**config.mk**
```make
export PLATFORM = sky130hd
export DESIGN_NAME = l1d_bus_xfer
export DESIGN_NICKNAME = d
export VERILOG_FILES = /design/src/rtl/l1d_bus_xfer.sv
export SDC_FILE = /design/constraint.sdc
export NUM_CORES = 1
export LEC_CHECK = 0
export BUFFER_PORTS_ARGS = -buffer_cell sky130_fd_sc_hd__buf_2
export CAP_MARGIN = 15
export CORE_AREA = 2 2 210 212
export CTS_BUF_LIST = sky130_fd_sc_hd__clkbuf_4 sky130_fd_sc_hd__clkbuf_8
export CTS_CLUSTER_DIAMETER = 100
export DETAILED_ROUTE_END_ITERATION = 16
export DIE_AREA = 0 0 212 214
export PLACE_DENSITY = 0.6
export SLEW_MARGIN = 10
export SYNTH_ARGS = -nofsm -noshare
export SYNTH_HDL_FRONTEND = slang
export SYNTH_SLANG_ARGS = --single-unit
```
**constraint.sdc**
```tcl
create_clock -name clk -period 3.4 [get_ports clk]
set_clock_uncertainty 0.1 [all_clocks]
set_input_delay 0.34 -clock clk [delete_from_list [all_inputs] [get_ports clk]]
set_output_delay 0.34 -clock clk [all_outputs]
set_load 0.005 [all_outputs]
```
**src/rtl/l1d_bus_xfer.sv**
```systemverilog
// L1 data cache line mover: a 128-bit line crosses a 32-bit req/ack bus as four
// registered beats. Supports writeback and fill, abort, and a wait watchdog.
module l1d_bus_xfer #(
  parameter int unsigned MAX_WAIT = 255
) (
  input  logic         clk,
  input  logic         rst_n,
  input  logic [1:0]   fsm_state,
  input  logic [31:0]  core_addr,
  input  logic [18:0]  victim_tag,
  input  logic [127:0] wr_line,
  output logic         wrt_done,
  output logic         rd_done,
  output logic [127:0] rd_buf,
  output logic         bus_req,
  output logic         bus_we,
  output logic [31:0]  bus_addr,
  output logic [31:0]  bus_wdata,
  input  logic         bus_ack,
  input  logic [31:0]  bus_rdata,
  output logic         xfer_err
);

  localparam int unsigned WAIT_W = $clog2(MAX_WAIT + 1);
  localparam logic [1:0] FSM_WRITE_BUS = 2'b01;
  localparam logic [1:0] FSM_READ_BUS  = 2'b10;

  typedef enum logic [1:0] {IDLE, WR_BEAT, RD_BEAT, DONE} state_t;

  state_t             state_q, state_d;
  logic [1:0]         beat_q, beat_d;
  logic [WAIT_W-1:0]  wait_q, wait_d;
  logic [1:0]         prev_fsm_q, prev_fsm_d;
  logic               abort_q, abort_d;
  logic [31:0]        base_q, base_d;
  logic [127:0]       line_q, line_d;
  logic               bus_req_q, bus_req_d;
  logic               bus_we_q, bus_we_d;
  logic [31:0]        bus_addr_q, bus_addr_d;
  logic [31:0]        bus_wdata_q, bus_wdata_d;
  logic [127:0]       rd_buf_q, rd_buf_d;
  logic               wrt_done_q, wrt_done_d;
  logic               rd_done_q, rd_done_d;
  logic               xfer_err_q, xfer_err_d;

  logic [1:0] active_fsm;
  logic       abort_now;
  logic       acked;
  logic       unused_addr_bits;

  // Line bases are 16-byte aligned, so the low address nibble is never used.
  assign unused_addr_bits = ^core_addr[3:0];
  assign active_fsm       = (state_q == WR_BEAT) ? FSM_WRITE_BUS : FSM_READ_BUS;
  assign acked            = bus_req_q & bus_ack;

  always_comb begin
    // NOTE: every _d gets its hold value first; a branch that forgot one would infer a latch.
    state_d     = state_q;
    beat_d      = beat_q;
    wait_d      = wait_q;
    prev_fsm_d  = fsm_state;
    abort_d     = abort_q;
    base_d      = base_q;
    line_d      = line_q;
    bus_req_d   = bus_req_q;
    bus_we_d    = bus_we_q;
    bus_addr_d  = bus_addr_q;
    bus_wdata_d = bus_wdata_q;
    rd_buf_d    = rd_buf_q;
    wrt_done_d  = 1'b0;
    rd_done_d   = 1'b0;
    xfer_err_d  = xfer_err_q;
    abort_now   = 1'b0;

    unique case (state_q)
      IDLE: begin
        if (fsm_state == FSM_WRITE_BUS && prev_fsm_q != FSM_WRITE_BUS) begin
          state_d     = WR_BEAT;
          beat_d      = 2'd0;
          wait_d      = '0;
          abort_d     = 1'b0;
          xfer_err_d  = 1'b0;
          base_d      = {victim_tag, core_addr[12:4], 4'b0000};
          line_d      = wr_line;
          bus_req_d   = 1'b1;
          bus_we_d    = 1'b1;
          bus_addr_d  = {victim_tag, core_addr[12:4], 4'b0000};
          bus_wdata_d = wr_line[31:0];
        end else if (fsm_state == FSM_READ_BUS && prev_fsm_q != FSM_READ_BUS) begin
          state_d     = RD_BEAT;
          beat_d      = 2'd0;
          wait_d      = '0;
          abort_d     = 1'b0;
          xfer_err_d  = 1'b0;
          base_d      = {core_addr[31:4], 4'b0000};
          bus_req_d   = 1'b1;
          bus_we_d    = 1'b0;
          bus_addr_d  = {core_addr[31:4], 4'b0000};
          bus_wdata_d = '0;
        end
      end

      WR_BEAT, RD_BEAT: begin
        // Once the controller leaves the active state the abort stays pending
        // until the outstanding beat is acknowledged.
        abort_now = abort_q | (fsm_state != active_fsm);
        abort_d   = abort_now;
        if (acked) begin
          wait_d = '0;
          if (state_q == RD_BEAT) rd_buf_d[{beat_q, 5'b0} +: 32] = bus_rdata;
          if (abort_now || beat_q == 2'd3) begin
            state_d     = abort_now ? IDLE : DONE;
            wrt_done_d  = !abort_now && (state_q == WR_BEAT);
            rd_done_d   = !abort_now && (state_q == RD_BEAT);
            bus_req_d   = 1'b0;
            bus_we_d    = 1'b0;
            bus_addr_d  = '0;
            bus_wdata_d = '0;
          end else begin
            beat_d      = beat_q + 2'd1;
            bus_addr_d  = base_q + {28'b0, beat_d, 2'b00};
            bus_wdata_d = (state_q == WR_BEAT) ? line_q[{beat_d, 5'b0} +: 32] : '0;
          end
        end else if (wait_q == WAIT_W'(MAX_WAIT - 1)) begin
          // Watchdog: still report completion so the controller cannot hang.
          state_d     = DONE;
          xfer_err_d  = 1'b1;
          wrt_done_d  = (state_q == WR_BEAT);
          rd_done_d   = (state_q == RD_BEAT);
          bus_req_d   = 1'b0;
          bus_we_d    = 1'b0;
          bus_addr_d  = '0;
          bus_wdata_d = '0;
        end else begin
          wait_d = wait_q + 1'b1;
        end
      end

      DONE: state_d = IDLE;
    endcase
  end

  always_ff @(posedge clk or negedge rst_n) begin
    if (!rst_n) begin
      state_q     <= IDLE;
      beat_q      <= '0;
      wait_q      <= '0;
      prev_fsm_q  <= 2'b00;
      abort_q     <= 1'b0;
      base_q      <= '0;
      line_q      <= '0;
      bus_req_q   <= 1'b0;
      bus_we_q    <= 1'b0;
      bus_addr_q  <= '0;
      bus_wdata_q <= '0;
      rd_buf_q    <= '0;
      wrt_done_q  <= 1'b0;
      rd_done_q   <= 1'b0;
      xfer_err_q  <= 1'b0;
    end else begin
      // NOTE: non-blocking so every flop samples pre-edge values regardless of statement order.
      state_q     <= state_d;
      beat_q      <= beat_d;
      wait_q      <= wait_d;
      prev_fsm_q  <= prev_fsm_d;
      abort_q     <= abort_d;
      base_q      <= base_d;
      line_q      <= line_d;
      bus_req_q   <= bus_req_d;
      bus_we_q    <= bus_we_d;
      bus_addr_q  <= bus_addr_d;
      bus_wdata_q <= bus_wdata_d;
      rd_buf_q    <= rd_buf_d;
      wrt_done_q  <= wrt_done_d;
      rd_done_q   <= rd_done_d;
      xfer_err_q  <= xfer_err_d;
    end
  end

  assign wrt_done  = wrt_done_q;
  assign rd_done   = rd_done_q;
  assign rd_buf    = rd_buf_q;
  assign bus_req   = bus_req_q;
  assign bus_we    = bus_we_q;
  assign bus_addr  = bus_addr_q;
  assign bus_wdata = bus_wdata_q;
  assign xfer_err  = xfer_err_q;

endmodule

```
==> out/qor.txt <==
Total GRT Usage: 20.82%
result of the run: finished clean
area of the mapped netlist: 0.01572 mm2
worst skew pair latency: 0.64 ns
drt initial violations: 656
Core Region: 0.04289 mm2
fill count: 3,814
critical-path maximum fanout: 64
leakage power: 10.49 nW
total wire length: 46.95 mm
initial antenna violation count: 2
Max Cap Viol: 0
Mapped Cells: 1,331
port bufs: 406
Tot Pwr: 17.13 mW
EDFF count, synth: 0
TritonCTS clock tree: done
Boundary Pins: 413
area grow syn2layout: 38.63%
worst rel slew slack: 30.43%
clock sink count: 366
endpoints failing hold: 0
Via-to-Cell Ratio: 4.877
Die H: 214 um
CP arrival: 3.07 ns
Synth Flop Type: dfrtp_1
initial core utilization: 36.66%
CTS Buf Count: 61
die area: 0.04537 mm2
Final HPWL DP: 29.54 mm
Slew Viols, Final: 0
layout cell share with drive strength beyond 1: 37.11%
Critical Path Start Type: flip-flop
worst ir drop on vdd: 0.6348 mV
sequential element share of the synthesized area: 58.25%
final hold slack: 0.05326 ns
Routed Antenna Nets: 0
Layout Nets: 2,170
final setup fails: 0
first-pass GRT wire length: 74.77 mm
FF+latch count, synth: 366
number of global-route vias before repair: 13,510
drt first pass iters: 5
GP Congestion: 0.7778
crit end category: flip-flop
Cell variety after synth: 55
max frequency: 0.3729 GHz
total number of H-tree levels: 2
Worst-path clk slew: 0.06 ns
P per Cell Area: 786.0 mW/mm2
Synthesis Warnings: 0
Root Buffer: clkbuf_8
Worst Max-Slew Pin Slew: 1.041 ns
Tmin final: 2.682 ns
remaining global-route overflow: 0
Vias: 12,550
period utilization: 78.88%
Required @ worst endpoint: 3.78 ns
Setup TNS Final: 0 ns
RSZ-0062 raised after global routing: false
Post-synth ARST share: 100.0%
Hold Crit Class: primary input to flip-flop
post-CTS setup buffers: 0
WL per Instance: 18.25 um
# DRC: 0
largest net degree at the start of global routing: 131
Core Rows: 76
worst setup path class: flip-flop to flip-flop
Mean Syn Cell Area: 11.81 um2
Die X: 212 um
Max Root-Sink Buffers: 3
==> state kept, by name (all words and copies together), names as in the netlist <==
signal,cells
bus_we,1
line_q,128
prev_fsm_q,2
xfer_err,1
state_q,2
wrt_done,1
rd_done,1
bus_wdata,32
base_q,28
abort_q,1
beat_q,2
bus_req,1
rd_buf,128
wait_q,8
bus_addr,30
==> power by group <==
group	leakage [nW]	internal (mW)	switching (mW)
Combinational	5.04	3.13	3.18
Sequential	4.77	5.91	0.816
Clock	0.688	2.34	1.76
Total	10.5	11.4	5.75
==> cells in the mapped netlist, types with 2 or more instances <==
master,number,area share [%]
nand2b_1,2,0.080
nor2b_1,34,1.4
mux2i_1,19,1.2
nand3_1,2,0.064
nor3b_1,2,0.095
o31ai_1,4,0.19
mux4_2,32,4.6
nand4_1,4,0.16
buf_4,5,0.24
o211ai_1,5,0.24
o21ai_1,13,0.41
buf_2,40,1.3
a21oi_2,2,0.11
o21ai_0,180,5.7
a221o_1,32,2.0
dfrtp_1,366,58
nand2_1,295,7.0
a21oi_1,9,0.29
and3_1,3,0.12
clkbuf_1,44,1.1
mux2_2,146,10
inv_1,6,0.14
or4_1,6,0.29
nor3_1,3,0.095
buf_6,5,0.36
ha_1,11,0.88
a22o_1,9,0.50
nor2_1,7,0.17
a2bb2oi_1,19,1.1
==> area by class of cell <==
class / count / area (um2) / share of cell area (%)
inverter: 6 / 22.52 / 0.1033
sequential: 366 / 9160 / 42.02
clock inverter: 5 / 56.30 / 0.2583
multi-input combinational: 865 / 6150 / 28.21
clock buffer: 101 / 1234 / 5.659
timing repair buffer: 643 / 4439 / 20.37
antenna: 2 / 5.005 / 0.02296
tap: 585 / 732.0 / 3.358
==> layer usage <==
layer  track usage (%)  routed length [um]  vias to the layer above  share of wire (%)
li1                  -                   -                     5918                  -
met1             26.12               19980                     6139                 43
met2             34.79               22510                      411                 48
met3             5.952                3395                       81                7.2
met4             6.221                1074                        0                2.3
met5                 0                   0                        -                  0
==> layout by cell type, fill, tap and decap left out, drive strengths merged, types with 19 or more instances in the layout <==
cell type	instances
nand2	295
nor2b	34
dfrtp	366
a2bb2oi	19
o21ai	193
mux2	146
mux2i	19
clkbuf	101
a221o	32
mux4	32
dlygate4sd3	212
buf	431
==> logic make-up after synthesis <==
| kind of cell | after synthesis | synth area share, % |
|---|---|---|
| multiplexers | 197 | 16.25 |
| AO/OA/AOI/OAI | 286 | 11.36 |
| adder cells (fa/ha/maj) | 11 | 0.8753 |
| flip-flops | 366 | 58.25 |
| AND/OR/NAND/NOR | 369 | 10.15 |
| other | 1 | 0.02385 |
| buffers and inverters | 101 | 3.095 |
==> worst max-delay path, stage by stage (launching register included) <==
cell,delay [ns]
dfrtp_1,0.36
inv_1,0.07
ha_1,0.41
buf_4,0.35
nand2_1,0.17
nor2_1,0.34
nand2_2,0.08
buf_4,0.34
nand2_1,0.16
o21ai_0,0.09
==> per-stage QoR <==
| stage | worst slack, ns | std cells | util, % | cell area, um2 |
|---|---|---|---|---|
| 6_report | 0.7181 | 2573 | 50.83 | 21800 |
| 5_1_grt | 0.4877 | 2573 | 50.83 | 21800 |
| 4_1_cts | 0.6862 | 2571 | 50.82 | 21790 |
| 3_5_place_dp | 0.7328 | 2253 | 42.86 | 18380 |
| 3_3_place_gp | 0.8146 | 2253 | 42.86 | 18380 |
| 2_1_floorplan | 0.7645 | 1332 | - | 15730 |
==> final timing paths <==
kind,from,endpoint,slack (ns),cells past startpoint
worst min-delay path,core_addr[29],bus_addr[29]$_DFFE_PN0P_,0.05,4
worst max register to register,state_q[0]$_DFFE_PN0P_,rd_buf[15]$_DFFE_PN0P_,0.72,9
max in group asynchronous,rst_n,line_q[45]$_DFFE_PN0P_,2.13,3
min in group asynchronous,rst_n,rd_buf[55]$_DFFE_PN0P_,0.19,2
worst min register to register,rd_buf[127]$_DFFE_PN0P_,rd_buf[127]$_DFFE_PN0P_,0.37,2
worst max-delay path,state_q[0]$_DFFE_PN0P_,rd_buf[15]$_DFFE_PN0P_,0.72,9
==> repair_timing <==
item / CTS / global route
resized for setup: 0 / 0
hold endpoints to repair: 401 / 0
setup endpoints to repair: 0 / 0
hold buffers: 212 / 0
(Power assumes the default switching activity.)
